`src/rtl/event_serializer_pkg.sv`:
```
// rtl/event_serializer_pkg.sv - shared neuromorphic event sizing helpers and event type
package event_serializer_pkg;

  localparam int DEF_NEURON_NUMBER = 256;
  localparam int DEF_TS_WIDTH      = 16;

  // Event word is {time stamp, neuron address}
  function automatic int event_width(input int neuron_number, input int ts_width);
    return ts_width + $clog2(neuron_number);
  endfunction

  // Whole bytes needed to carry one event on the byte link
  function automatic int event_bytes(input int ev_width);
    return (ev_width + 7) / 8;
  endfunction

  localparam int DEF_EVENT_WIDTH = event_width(DEF_NEURON_NUMBER, DEF_TS_WIDTH);
  localparam int DEF_EVENT_BYTES = event_bytes(DEF_EVENT_WIDTH);

  typedef struct packed {
    logic [DEF_TS_WIDTH-1:0]               time_stamp;
    logic [$clog2(DEF_NEURON_NUMBER)-1:0]  neuron_addr;
  } event_t;

endpackage

```
`src/rtl/sync_fifo.sv`:
```
// rtl/sync_fifo.sv - single-clock FIFO with level, full and empty flags
module sync_fifo #(
  parameter  int WIDTH   = 24,
  parameter  int DEPTH   = 16,
  localparam int PTR_W   = (DEPTH > 1) ? $clog2(DEPTH) : 1,
  localparam int LEVEL_W = $clog2(DEPTH + 1)
) (
  input  logic               clk,
  input  logic               reset,
  input  logic               push,
  input  logic [WIDTH-1:0]   push_data,
  input  logic               pop,
  output logic [WIDTH-1:0]   pop_data,
  output logic               full,
  output logic               empty,
  output logic [LEVEL_W-1:0] level
);

  logic [WIDTH-1:0]   mem_q [DEPTH];
  logic [PTR_W-1:0]   wr_ptr_q, rd_ptr_q;
  logic [LEVEL_W-1:0] level_q;

  // Storage array; contents need no reset because level gates every read
  always_ff @(posedge clk) begin
    if (push) mem_q[wr_ptr_q] <= push_data;
  end

  // Pointers wrap naturally since DEPTH is a power of two; level tracks occupancy
  always_ff @(posedge clk) begin
    if (reset) begin
      wr_ptr_q <= '0;
      rd_ptr_q <= '0;
      level_q  <= '0;
    end else begin
      if (push) wr_ptr_q <= wr_ptr_q + PTR_W'(1);
      if (pop)  rd_ptr_q <= rd_ptr_q + PTR_W'(1);
      case ({push, pop})
        2'b10:   level_q <= level_q + LEVEL_W'(1);
        2'b01:   level_q <= level_q - LEVEL_W'(1);
        default: level_q <= level_q;
      endcase
    end
  end

  assign pop_data = mem_q[rd_ptr_q];
  assign full     = (level_q == LEVEL_W'(DEPTH));
  assign empty    = (level_q == '0);
  assign level    = level_q;

endmodule

```
`src/rtl/event_serializer.sv`:
```
// rtl/event_serializer.sv - buffers spike events and streams them MSB-first as bytes
module event_serializer
  import event_serializer_pkg::*;
#(
  parameter  int NEURON_NUMBER = 256,
  parameter  int TS_WIDTH      = 16,
  parameter  int FIFO_DEPTH    = 16,
  localparam int EVENT_WIDTH   = event_width(NEURON_NUMBER, TS_WIDTH),
  localparam int EVENT_BYTES   = event_bytes(EVENT_WIDTH),
  localparam int LEVEL_W       = $clog2(FIFO_DEPTH + 1)
) (
  input  logic                   clk,
  input  logic                   reset,
  input  logic                   spike_in,
  input  logic [EVENT_WIDTH-1:0] event_in,
  output logic [7:0]             byte_out,
  output logic                   byte_valid,
  input  logic                   byte_ready,
  input  logic                   clear_overflow,
  output logic                   overflow,
  output logic [7:0]             drop_count,
  output logic [LEVEL_W-1:0]     fifo_level
);

  localparam int SHIFT_W = EVENT_BYTES * 8;
  localparam int IDX_W   = (EVENT_BYTES > 1) ? $clog2(EVENT_BYTES) : 1;

  localparam logic [0:0] S_IDLE = 1'b0;
  localparam logic [0:0] S_SEND = 1'b1;

  logic [0:0]             state_q, state_d;
  logic                   valid_q, valid_d;
  logic [SHIFT_W-1:0]     shift_q, shift_d;
  logic [IDX_W-1:0]       idx_q, idx_d;
  logic                   overflow_q, overflow_d;
  logic [7:0]             drop_q, drop_d;

  logic                   fifo_full, fifo_empty;
  logic [EVENT_WIDTH-1:0] fifo_dout;
  logic                   hs, last_byte, pop, push, drop;

  // A full FIFO still accepts a spike when the serializer frees a slot that same cycle
  always_comb begin
    hs        = valid_q & byte_ready;
    last_byte = (idx_q == IDX_W'(EVENT_BYTES - 1));
    pop       = ~fifo_empty & ((state_q == S_IDLE) | (hs & last_byte));
    push      = spike_in & (~fifo_full | pop);
    drop      = spike_in & ~push;
  end

  sync_fifo #(
    .WIDTH (EVENT_WIDTH),
    .DEPTH (FIFO_DEPTH)
  ) u_fifo (
    .clk       (clk),
    .reset     (reset),
    .push      (push),
    .push_data (event_in),
    .pop       (pop),
    .pop_data  (fifo_dout),
    .full      (fifo_full),
    .empty     (fifo_empty),
    .level     (fifo_level)
  );

  // Serializer FSM: load an event, shift out a byte per handshake, chain events without a bubble
  always_comb begin
    state_d = state_q;
    valid_d = valid_q;
    shift_d = shift_q;
    idx_d   = idx_q;
    case (state_q)
      S_IDLE: begin
        if (pop) begin
          shift_d = SHIFT_W'(fifo_dout);
          idx_d   = '0;
          state_d = S_SEND;
          valid_d = 1'b1;
        end
      end
      default: begin
        if (hs) begin
          if (last_byte) begin
            if (pop) begin
              shift_d = SHIFT_W'(fifo_dout);
              idx_d   = '0;
            end else begin
              shift_d = shift_q << 8;
              state_d = S_IDLE;
              valid_d = 1'b0;
            end
          end else begin
            shift_d = shift_q << 8;
            idx_d   = idx_q + IDX_W'(1);
          end
        end
      end
    endcase
  end

  // Drop accounting: a drop in the same cycle as a clear restarts the count at one
  always_comb begin
    overflow_d = overflow_q;
    drop_d     = drop_q;
    if (drop) begin
      overflow_d = 1'b1;
      if (clear_overflow)      drop_d = 8'd1;
      else if (drop_q != 8'hFF) drop_d = drop_q + 8'd1;
    end else if (clear_overflow) begin
      overflow_d = 1'b0;
      drop_d     = 8'd0;
    end
  end

  // State registers
  always_ff @(posedge clk) begin
    if (reset) begin
      state_q    <= S_IDLE;
      valid_q    <= 1'b0;
      shift_q    <= '0;
      idx_q      <= '0;
      overflow_q <= 1'b0;
      drop_q     <= 8'd0;
    end else begin
      state_q    <= state_d;
      valid_q    <= valid_d;
      shift_q    <= shift_d;
      idx_q      <= idx_d;
      overflow_q <= overflow_d;
      drop_q     <= drop_d;
    end
  end

  assign byte_out   = shift_q[SHIFT_W-1 -: 8];
  assign byte_valid = valid_q;
  assign overflow   = overflow_q;
  assign drop_count = drop_q;

endmodule

```
`config.mk`:
```
export PLATFORM = sky130hd
export DESIGN_NAME = event_serializer
export DESIGN_NICKNAME = d
export VERILOG_FILES = /design/src/rtl/event_serializer_pkg.sv /design/src/rtl/sync_fifo.sv /design/src/rtl/event_serializer.sv
export SDC_FILE = /design/constraint.sdc
export NUM_CORES = 1
export LEC_CHECK = 0
export ABC_AREA = 1
export BUFFER_PORTS_ARGS = -buffer_cell sky130_fd_sc_hd__buf_2
export CAP_MARGIN = 20
export CORE_MARGIN = 10
export CORE_UTILIZATION = 40
export CTS_BUF_LIST = sky130_fd_sc_hd__clkbuf_8
export CTS_CLUSTER_DIAMETER = 40
export CTS_CLUSTER_SIZE = 28
export DETAILED_ROUTE_END_ITERATION = 10
export SKIP_LAST_GASP = 1
export SLEW_MARGIN = 0
export SYNTH_ARGS = -nofsm -noshare
export SYNTH_HDL_FRONTEND = slang
export SYNTH_HIERARCHICAL = 1
export SYNTH_SLANG_ARGS = --single-unit
```
`constraint.sdc`:
```
create_clock -name clk -period 3 [get_ports clk]
set_input_delay 0.6 -clock clk [delete_from_list [all_inputs] [get_ports clk]]
set_output_delay 0.6 -clock clk [all_outputs]
set_load 0.02 [all_outputs]
```
======== Word level (Yosys, flattened, before mapping) ========
Memory sizes are Yosys's and may differ from the RTL's. A register that Yosys moved wholly into a read port is not among the register bits.
Cells that the tools add are included.
W data, S select, Z words.
word-level totals
  bits in registers ....................... 50
  bits in writable memories ............... 384
  logic and storage cells ................. 72
  memories ................................ 1
memory list
  name          depth  bits a word  read ports  clocked after memory_dff  wr ports  RTL line         text
  u_fifo.mem_q  16     24           1           1                         1         sync_fifo.sv:19  logic [WIDTH-1:0] mem_q [DEPTH];
cells by class
  add/sub/neg operators ................... 6
  equality and inequality tests ........... 8
  muxes and demuxes ....................... 29
  bitwise operators ....................... 11
  reduce and logical (&&, ||, !) cells .... 8
operators by type and width
  operator               count
  $mux W24               5
  $mux W8                4
  $mux W1                13
  $pmux W5 S2            1
  $add A4 B1 Y4 const B  2
  $add A8 B1 Y8 const B  1
  $mux W2                4
  $mux W4                2
  $ne A8 B8 Y1 const B   1
  $reduce_bool A2 Y1     4
  $add A5 B1 Y5 const B  1
  $and A1 B1 Y1          5
  $eq A5 B5 Y1 const B   1
  $logic_not A5 Y1       1
  $sub A5 B1 Y5 const B  1
  $eq A2 B2 Y1 const B   2
  $ne A2 B1 Y1 const B   2
  $not A1 Y1             4
  $reduce_and A2 Y1      2
  $reduce_and A4 Y1      1
  $add A2 B1 Y2 const B  1
  $eq A2 B1 Y1 const B   1
  $ne A2 B2 Y1 const B   1
  $or A1 B1 Y1           2

======== Logic depth before layout (Yosys ltp) ========
Gate-level depths: netlist of the first run.
  depth in word-level cells ............... 10
  gate-level depth with buffers ........... 20
  mapped depth without buffers ............ 20

======== Hierarchy ========
The synthesis of the first run kept the hierarchy.
by module, submodules not included
  module            times used  cells each  area an instance (µm²)  sequential area each (µm²)
  sync_fifo         1           1341        16459.5                 11871.4
  event_serializer  1           266         1843.0                  740.7

======== Least setup slack after synthesis of the first run ========
OpenSTA, ideal clock, no wires.
  kind .................................... reg-to-reg
  start ................................... register u_fifo.level_q[2] (netlist: u_fifo/level[2])
  end ..................................... memory u_fifo.mem_q[11][0] (enable)
  setup time .............................. 405 ps
  arrival ................................. 2580 ps
  slack ................................... 15 ps
  stages on the path, launching flop included .. 9
  cell sequence ........................... dfxtp_1 -> inv_1 -> nand3_1 -> nor2_1 -> inv_1 -> nand3_4 -> a21oi_1 -> nand2_1 -> nor2_1
on the way
  word-level cells in the longest chain between the ends .. 7
  elaborated cells on any way between the ends .. 9
  those cells by class .................... eq/ne: 1; mux: 2; bitwise: 5; reduce/logical: 1
ends and longest elaborated chain
  what                           RTL line                text
  from (decl)                    sync_fifo.sv:21         logic [LEVEL_W-1:0] level_q;
  from (signal assigned)         sync_fifo.sv:38         2'b10: level_q <= level_q + LEVEL_W'(1);
  from (signal assigned)         sync_fifo.sv:39         2'b01: level_q <= level_q - LEVEL_W'(1);
  from (signal assigned)         sync_fifo.sv:40         default: level_q <= level_q;
  $logic_not A5 Y1               sync_fifo.sv:47         assign empty = (level_q == '0);
  via fifo_empty                 event_serializer.sv:38  logic fifo_full, fifo_empty;
  $not A1 Y1                     event_serializer.sv:46  pop = ~fifo_empty & ((state_q == S_IDLE) | (hs & last_byte));
  $and A1 B1 Y1                  event_serializer.sv:46
  $or A1 B1 Y1                   event_serializer.sv:47  push = spike_in & (~fifo_full | pop);
  $and A1 B1 Y1                  event_serializer.sv:47
  via push                       event_serializer.sv:40  logic hs, last_byte, pop, push, drop;
  $mux W1                        sync_fifo.sv:25         if (push) mem_q[wr_ptr_q] <= push_data;
  $mux W1 (implied by the code)  sync_fifo.sv:25
  to (decl)                      sync_fifo.sv:19
The timed path passes the listed nets, and every way through them passes these cells.

======== Worst setup path after layout of the first run ========
  start ................................... register u_fifo.level_q[0] (netlist: u_fifo/level[0])
  end ..................................... register u_fifo.level_q[4] (netlist: u_fifo/level[4])
on the way
  word-level cells in the longest chain between the ends .. 7
  elaborated cells on any way between the ends .. 13
  those cells by class .................... add/sub: 2; eq/ne: 3; mux: 1; bitwise: 5; reduce/logical: 2
ends and longest elaborated chain
  what                                                      RTL line                text
  $logic_not A5 Y1 *                                        sync_fifo.sv:47
  via fifo_empty                                            event_serializer.sv:38
  $not A1 Y1 *                                              event_serializer.sv:46
  $and A1 B1 Y1 *                                           event_serializer.sv:46
  $or A1 B1 Y1 *                                            event_serializer.sv:47
  $and A1 B1 Y1 *                                           event_serializer.sv:47
  via push                                                  event_serializer.sv:40
  $eq A2 B1 Y1 / $eq A2 B2 Y1 (equally long branches)       sync_fifo.sv:37         case ({push, pop})
  $pmux W5 S2 / $reduce_bool A2 Y1 (equally long branches)  -
The timed path passes the listed nets; every way through them passes the cells marked *.
A chain may end at the register's enable or synchronous reset.

==> flow_metrics.env, run 1 <==
export IMPL_status="finished, final reports clean"
export IMPL_die_h_um=234
export IMPL_design_area_mm2=0.0210
export IMPL_period_share=0.880
export IMPL_vias=11929
export IMPL_tns_ns=0
export IMPL_dr_max_layer_used="met4"
export IMPL_synthMuxAreaShare=0
export IMPL_setup_viol=0
export IMPL_cts_buffers=67
export IMPL_synth_async_reset_ratio=0
export IMPL_max_stage_delay_ns=0.36
export IMPL_synth_simple_area_share=0.103
export IMPL_grt_usage=0.158
export IMPL_via_per_inst=5.12
export IMPL_postCtsSetupBuffers=0
export IMPL_fmax_mhz=379
export IMPL_peakVddDrop_v=0.000305
export IMPL_path_class="reg2reg"
export IMPL_p_int_mw=10.9
export IMPL_seqPwrFrac=0.448
export IMPL_yosysWarnings=6
export IMPL_ys_ff_latch=438
export IMPL_drtIter0Drc=977
export IMPL_route_detailed_drc=0
export IMPL_slew_headroom=0.472
export IMPL_grt_max_degree=49
export IMPL_critPathSlowestCell="dfxtp_1"
export IMPL_fin_skew_ns=0.0336
export IMPL_clk_insertion_delay_late_ns=0.60
export IMPL_tightest_slew_ns=0.791
export IMPL_ys_types=35
export IMPL_routabilityCongestion=0.845
export IMPL_synth_area_mm2=0.0183
export IMPL_final_hold_viol_count=0
export IMPL_grt_pass1_vias=11671
export IMPL_cts_clk_slew_worst_paths_ns=0.09
export IMPL_final_min_clock_period_ns=2.64
export IMPL_cp_required_ns=3.50
export IMPL_maxSlewViolCount=0
export IMPL_overflow=0
export IMPL_start_util=0.404
export IMPL_wl_met1_um=19100
export IMPL_dr_wl_met2_um=20300
export IMPL_synth_adder_area_share=0.00684
export IMPL_ctsResizeCount=0
export IMPL_dp_hpwl_um=26000
export IMPL_clk_path_buf_depth=3
export IMPL_path_cells="nor2_1 > nand3_1 > nor2_1 > inv_1 > nand3_4 > a21oi_1 > inv_1 > ha_2 > nor2_1 > nor2_1 > ha_1 > inv_1 > nand2_1 > nand3_1 > nand3b_1 > nand3_1 > nand2_1 > inv_1"
export IMPL_layout_nets=1717
export IMPL_area_growth_pct=14.7
export IMPL_fp_dieW_um=234
export IMPL_wire_per_inst_um=18.5
export IMPL_leakage_nw=7.61
export IMPL_power_switching_mw=5.19
export IMPL_clock_sinks=438
export IMPL_wl_met3_um=2930
export IMPL_cts_tree="yes"
export IMPL_htree_levels=3
export IMPL_pwr_share_comb=0.214
export IMPL_path_delay_family="simple AND/OR/NAND/NOR gates"
export IMPL_cp_arrival_ns=3.14
export IMPL_power_frac_clock=0.337
export IMPL_post_route_util=0.463
export IMPL_synth_nets=1646
export IMPL_rsz0062_at_grt="false"
export IMPL_maxCapViolCount=0
export IMPL_drtAntennaViolNets=0
export IMPL_routed_wl_um=43100
export IMPL_synth_compound_area_share=0.119
export IMPL_io_pins=52
export IMPL_synth_edf_count=384
export IMPL_dpl_cell_area_mm2=0.0195
export IMPL_ctsHoldBuffers=0
export IMPL_switching_share=0.323
export IMPL_critPathLaunchType="register"
export IMPL_hold_class="in2reg"
export IMPL_powerDensity_mw_per_mm2=767
export IMPL_drive_gt1_frac=0.139
export IMPL_ys_flop_type="edfxtp_1"
export IMPL_antenna_found_initial=2
export IMPL_critPathMaxFanout=6
export IMPL_drt_pass1_iter_count=5
export IMPL_cts_root_buf="clkbuf_8"
export IMPL_cp_num_buf_inv=4
export IMPL_grt_pass1_wl_um=67000
export IMPL_die_area_mm2=0.0547
export IMPL_avgSynthCellArea_um2=11.4
export IMPL_synthXorXnorAreaFrac=0.00144
export IMPL_synth_top_family_by_area="compound AO/OA/AOI/OAI gates"
export IMPL_core_area_mm2=0.0453
export IMPL_seq_area_frac_synth=0.689
export IMPL_worstSetupEndpointType="register"
export IMPL_port_buffers=51
export IMPL_row_count=78
export IMPL_postSynthCellCount=1607
[stage by stage]
step / cells / hold WS (ns) / setup slack, ns / total power [mW]
6_report: 2329 / 0.337 / 0.359 / 16.1
5_1_grt: 2328 / 0.322 / 0.0576 / 17.0
4_1_cts: 2327 / 0.292 / 0.317 / 16.2
3_5_place_dp: 2209 / 0.452 / 0.270 / 10.8
3_3_place_gp: 2209 / 0.450 / 0.295 / 10.7
2_1_floorplan: 1607 / 0.438 / 0.0153 / 9.77
[flip-flops by register name, summed over array words and instances, names as in the netlist, named ones only]
register and cells:
u_fifo/mem_q 384, shift_q 24, drop_count 8, u_fifo/level 5, u_fifo/rd_ptr_q 4, u_fifo/wr_ptr_q 4, idx_q 2, byte_valid 1
overflow 1, state_q 1
[synth_stat cells (3+ instances only)]
cell,instances,area share
a21oi_1,143,0.039
buf_1,13,0.0027
buf_2,25,0.0068
buf_4,36,0.015
buf_6,3,0.0018
clkbuf_1,19,0.0039
dfxtp_1,54,0.059
edfxtp_1,384,0.63
ha_1,10,0.0068
inv_1,243,0.050
inv_2,3,0.00062
nand2_1,211,0.043
nand3_1,167,0.046
nor2_1,41,0.0084
o211ai_1,96,0.039
o21ai_0,110,0.030
o21ai_1,28,0.0077
[path summary, 6_finish.rpt]
kind,cells past startpoint,endpoint,slack [ns],startpoint
max,18,u_fifo/level[4],0.36,u_fifo/level[0]
min,2,register,0.34,reset
max reg2reg,18,u_fifo/level[4],0.36,u_fifo/level[0]
min reg2reg,2,shift_q[1],0.46,shift_q[1]
[cell type report]
type | count | area (um^2)
clock buffers | 69 | 950
well taps | 600 | 751
clock inverters | 49 | 537
multi-input cells | 826 | 4340
diodes | 2 | 5.00
flip-flops and latches | 438 | 12600
inverters | 247 | 927
repair buffers | 98 | 858
fillers | 4150 | 24300
[metal layers]
layer | GRT usage | up-vias
met1 | 0.211 | 5763
li1 | - | 5755
met3 | 0.0334 | 65
met5 | 0 | -
met4 | 0.0522 | 0
met2 | 0.254 | 346
[cells by family (layout without fill, tap and decap cells)]
family / after synthesis / after routing
XOR/XNOR: 3 / 3
other: 0 / 2
AND/OR/NAND/NOR: 429 / 429
buffers and inverters: 343 / 463
AO/OA/AOI/OAI: 384 / 384
flip-flops: 438 / 438
adder cells (fa/ha/maj): 10 / 10
[placed cells by master (no fill, tap or decap), drive strengths merged, types with 2 or more instances in the layout]
cell      netlist  routed
nor2           41      41
dfxtp          54      54
o21bai          2       2
clkinv          1      22
nor3b           2       2
xor2            2       2
a21oi         143     143
nand4           2       2
buf            77      98
o21ai         139     139
nand3         169     169
bufinv          0       6
inv           246     261
edfxtp        384     384
diode           0       2
clkbuf         19      69
ha             10      10
nand2         213     213
clkinvlp        0       7
o211ai         96      96
[power by group through the flow]
stage	logic, mW	registers (mW)	clock network, mW
2_1_floorplan	2.53	7.24	0
5_1_grt	3.86	7.25	5.86
6_report	3.45	7.21	5.43
3_3_place_gp	3.38	7.33	0
3_5_place_dp	3.42	7.34	0
4_1_cts	3.44	7.21	5.58
Note: power is estimated with default switching activity, not from simulation.
==> inputs of run 2 (changes only) <==
- CELL_PAD_IN_SITES_DETAIL_PLACEMENT: unset -> 0
- CELL_PAD_IN_SITES_GLOBAL_PLACEMENT: unset -> 2
- PLACE_DENSITY_LB_ADDON: unset -> 0.1
==> flow_metrics.env, run 2 (same netlist as run 1, synthesis figures left out) <==
export IMPL_dp_cells=2217
export IMPL_status="finished, final reports clean"
export IMPL_wire_per_inst_um=19.6
export IMPL_ctsHoldBuffers=0
export IMPL_largest_reg_flops=384
export IMPL_drtIter0Drc=752
export IMPL_whs_path_depth=4
export IMPL_cts_clk_slew_worst_paths_ns=0.06
export IMPL_cp_required_ns=3.51
export IMPL_clk_path_buf_depth=3
export IMPL_layout_nets=1728
export IMPL_timing_rr_end="u_fifo/level[4]"
export IMPL_hold_class="in2reg"
export IMPL_post_route_util=0.469
export IMPL_cts_buffers=70
export IMPL_drt_pass1_iter_count=7
export IMPL_final_min_clock_period_ns=2.69
export IMPL_io_pins=52
export IMPL_grt_max_degree=77
export IMPL_postCtsSetupBuffers=0
export IMPL_cts_tree="yes"
export IMPL_period_share=0.895
export IMPL_via_per_inst=5.02
export IMPL_dpl_cell_area_mm2=0.0196
export IMPL_layout_common_cells="384 x edfxtp_1, 246 x inv_1, 211 x nand2_1"
export IMPL_setup_viol=0
export IMPL_largest_register="u_fifo/mem_q"
export IMPL_clk_insertion_delay_late_ns=0.63
export IMPL_port_buffers=51
export IMPL_slew_headroom=0.490
export IMPL_antenna_cells=0
export IMPL_start_util=0.404
export IMPL_cts_root_buf="clkbuf_8"
export IMPL_routed_wl_um=46100
export IMPL_tightest_slew_ns=0.765
export IMPL_critPathLaunchType="register"
export IMPL_rsz0062_at_grt="false"
export IMPL_path_class="reg2reg"
export IMPL_maxCapViolCount=0
export IMPL_route_detailed_drc=0
export IMPL_fin_skew_ns=0.0270
export IMPL_timing_rr_start="u_fifo/level[0]"
export IMPL_routabilityCongestion=0.777
export IMPL_peakVddDrop_v=0.000612
export IMPL_vias=11785
export IMPL_cp_arrival_ns=3.19
export IMPL_row_count=78
export IMPL_startpoint="u_fifo/level[0]"
export IMPL_die_area_mm2=0.0547
export IMPL_core_area_mm2=0.0453
export IMPL_hp_start="clear_overflow"
export IMPL_fmax_mhz=372
export IMPL_rr_worst_depth=20
export IMPL_final_common_cell="edfxtp_1"
export IMPL_dp_hpwl_um=27800
export IMPL_overflow=0
export IMPL_maxSlewViolCount=0
export IMPL_fp_dieW_um=234
export IMPL_design_area_mm2=0.0212
export IMPL_drtAntennaViolNets=0
export IMPL_htree_levels=3
export IMPL_grt_pass1_wl_um=69900
export IMPL_area_growth_pct=16.0
export IMPL_grt_pass1_vias=11512
export IMPL_drive_gt1_frac=0.144
export IMPL_leakage_nw=7.74
export IMPL_ctsResizeCount=0
export IMPL_grt_usage=0.170
export IMPL_die_h_um=234
export IMPL_min_to="drop_count[6]"
export IMPL_fin_cells=2346
export IMPL_powerDensity_mw_per_mm2=789
export IMPL_critPathMaxFanout=6
export IMPL_tns_ns=0
export IMPL_final_hold_viol_count=0
export IMPL_clock_sinks=438
export IMPL_worstSetupEndpointType="register"
export IMPL_r2r_setup_slack_ns=0.31
export IMPL_antenna_found_initial=2
run 2: how the worst max path moves through the flow:
stage | end
final | u_fifo/level[4]
after global routing | u_fifo/level[4]
after CTS | u_fifo/level[4]
after detailed placement | u_fifo/level[4]
after global placement | u_fifo/level[4]
after floorplan | u_fifo/mem_q[11][0]
run 2: layer usage:
metal | GRT usage | wire length (um)
met1 | 0.224 | 20600
met5 | 0 | 0
met2 | 0.278 | 22000
met4 | 0.0502 | 870
met3 | 0.0372 | 2640
run 2: worst max-delay path, stage by stage (launching register included):
cell and delay [ns]:
dfxtp_1 0.40, nor2_1 0.08, nand3_1 0.09, nor2_1 0.05
buf_4 0.15, inv_1 0.10, nand3_4 0.10, a21oi_1 0.22
inv_1 0.14, ha_1 0.30, nand2_1 0.10, inv_1 0.05
nor2_1 0.12, ha_1 0.17, inv_1 0.04, nand2_1 0.09
nand3_1 0.11, nand3b_1 0.10, nand3_1 0.07, nand2_1 0.06
inv_1 0.03
run 2: stage by stage:
step | worst slack, ns | total power [mW] | hold WS (ns)
CTS | 0.282 | 17.0 | 0.268
floorplan | 0.0153 | 9.77 | 0.438
detailed placement | 0.312 | 11.0 | 0.451
global route | 0.00154 | 17.7 | 0.310
global placement | 0.296 | 11.0 | 0.447
finish | 0.314 | 16.8 | 0.331
run 2: cell type report:
| cell class | instances | area, um^2 |
|---|---|---|
| tap | 600 | 751 |
| clock buffer | 74 | 1020 |
| sequential | 438 | 12600 |
| multi-input combinational | 826 | 4330 |
| timing repair buffer | 106 | 943 |
| clock inverter | 55 | 636 |
| fill | 4188 | 24100 |
| inverter | 247 | 927 |
run 2: where the power goes:
| part | switching (mW) | leakage, nW | internal, mW | total (mW) |
|---|---|---|---|---|
| Combinational | 2.45 | 3.00 | 1.17 | 3.61 |
| Sequential | 0.212 | 3.91 | 6.96 | 7.17 |
| Clock | 2.57 | 0.831 | 3.41 | 5.98 |
==> inputs of run 3 (changes only) <==
- clock period: 3 -> 2.4 ns (I/O delays scaled with it)
==> flow_metrics.env, run 3 (same netlist as run 1, synthesis figures left out) <==
export IMPL_row_count=78
export IMPL_critPathMaxFanout=9
export IMPL_clk_insertion_delay_late_ns=0.65
export IMPL_final_hold_viol_count=0
export IMPL_die_area_mm2=0.0547
export IMPL_grt_usage=0.171
export IMPL_dp_hpwl_um=28500
export IMPL_die_h_um=234
export IMPL_largest_reg_flops=384
export IMPL_fmax_mhz=451
export IMPL_clock_sinks=438
export IMPL_worstSetupEndpointType="register"
export IMPL_port_buffers=51
export IMPL_cts_tree="yes"
export IMPL_postCtsSetupBuffers=0
export IMPL_cp_num_buf_inv=5
export IMPL_core_area_mm2=0.0453
export IMPL_fp_dieW_um=234
export IMPL_cpMostUsedCell="buf_4"
export IMPL_antenna_found_initial=1
export IMPL_wire_per_inst_um=19.5
export IMPL_powerDensity_mw_per_mm2=959
export IMPL_cts_clk_slew_worst_paths_ns=0.05
export IMPL_fin_skew_ns=0.0393
export IMPL_clk_path_buf_depth=3
export IMPL_cp_required_ns=2.72
export IMPL_overflow=0
export IMPL_routed_wl_um=46400
export IMPL_dp_cells=2239
export IMPL_rr_worst_depth=11
export IMPL_drive_gt1_frac=0.166
export IMPL_tns_ns=0
export IMPL_grt_pass1_wl_um=69900
export IMPL_fin_cells=2376
export IMPL_critPathLaunchType="register"
export IMPL_layout_common_cells="384 x edfxtp_1, 243 x inv_1, 210 x nand2_1"
export IMPL_path_class="reg2reg"
export IMPL_largest_register="u_fifo/mem_q"
export IMPL_vias=11860
export IMPL_cts_buffers=73
export IMPL_max_stage_delay_ns=0.32
export IMPL_tightest_slew_ns=0.476
export IMPL_cp_arrival_ns=2.54
export IMPL_cts_root_buf="clkbuf_8"
export IMPL_grt_pass1_vias=11441
export IMPL_io_pins=52
export IMPL_start_util=0.404
export IMPL_whs_path_depth=4
export IMPL_routabilityCongestion=0.780
export IMPL_area_growth_pct=17.3
export IMPL_final_min_clock_period_ns=2.22
export IMPL_grt_max_degree=73
export IMPL_path_delay_family="simple AND/OR/NAND/NOR gates"
export IMPL_htree_levels=3
export IMPL_leakage_nw=7.83
export IMPL_drtAntennaViolNets=0
export IMPL_drt_pass1_iter_count=5
export IMPL_final_common_cell="edfxtp_1"
export IMPL_slew_headroom=0.683
export IMPL_layout_nets=1753
export IMPL_maxSlewViolCount=0
export IMPL_drtIter0Drc=654
export IMPL_setup_viol=0
export IMPL_maxCapViolCount=0
export IMPL_path_cells="inv_1 > nand3_2 > nor2_1 > buf_4 > inv_2 > nand3_4 > a21oi_4 > buf_4 > nand2_1 > nor2_4 > buf_4"
export IMPL_critPathSlowestCell="dfxtp_2"
export IMPL_peakVddDrop_v=0.000657
export IMPL_status="finished, final reports clean"
export IMPL_critical_path_depth=11
export IMPL_via_per_inst=4.99
export IMPL_period_share=0.924
export IMPL_route_detailed_drc=0
export IMPL_hold_class="in2reg"
-- run 3: cell count changes in the layout (fill, tap and decap cells not counted), moves of 3 or more --
cell and delta:
dfxtp_2 +4, buf_4 +12, dfxtp_1 -4, buf_12 +10, inv_6 +7, clkinvlp_4 +4, inv_1 -3, inv_8 +7
bufinv_16 -9
-- run 3: metrics by stage --
step           power, mW   util  worst slack, ns  hold WS [ns]  area [um^2]
2_1_floorplan       12.2      -           0.0198         0.438        18400
3_3_place_gp        13.8  0.439         -0.00107         0.454        19900
3_5_place_dp        13.9  0.439         -0.00254         0.456        19900
4_1_cts             20.9  0.473           0.0286         0.137        21400
5_1_grt             21.8  0.474         -0.00251         0.168        21500
6_report            20.6  0.474            0.182         0.204        21500
-- run 3: path summary, 6_finish.rpt --
kind | from | end | slack, ns
worst max-delay path | u_fifo/level[3] | u_fifo/mem_q[0][21] | 0.18
worst min-delay path | clear_overflow | drop_count[6] | 0.20
worst min register to register | shift_q[2] | shift_q[2] | 0.46
worst max register to register | u_fifo/level[3] | u_fifo/mem_q[0][21] | 0.18
-- run 3: report_power, final --
part,switching (mW),internal [mW],total (mW)
Combinational,3.18,1.59,4.77
Sequential,0.193,8.70,8.89
Clock,3.48,3.45,6.93
-- run 3: timing repair --
item	4_1_cts	5_1_grt
pin swaps	0	1
hold buffers	0	0
gates resized for setup	1	8
setup endpoints to repair	1	11
-- run 3: layer usage --
metal	share of wire	vias up	global-route usage
met5	0	-	0
li1	-	5848	-
met1	0.46	5678	0.232
met2	0.47	259	0.272
met3	0.049	75	0.0366
met4	0.020	0	0.0478
-- run 3: cell type report --
cell class / instances / area (um^2)
Clock inverter: 62 / 533
Clock buffer: 74 / 1020
Inverter: 247 / 928
Multi-Input combinational cell: 826 / 4370
Timing Repair Buffer: 128 / 1230
Fill cell: 4166 / 23800
Sequential cell: 438 / 12600
Antenna cell: 1 / 2.50
Tap cell: 600 / 751
-- run 3: worst min-delay path, stage by stage --
cell and delay (ns):
buf_2 0.14, nor2_1 0.06, nand2_1 0.04, a21oi_1 0.05
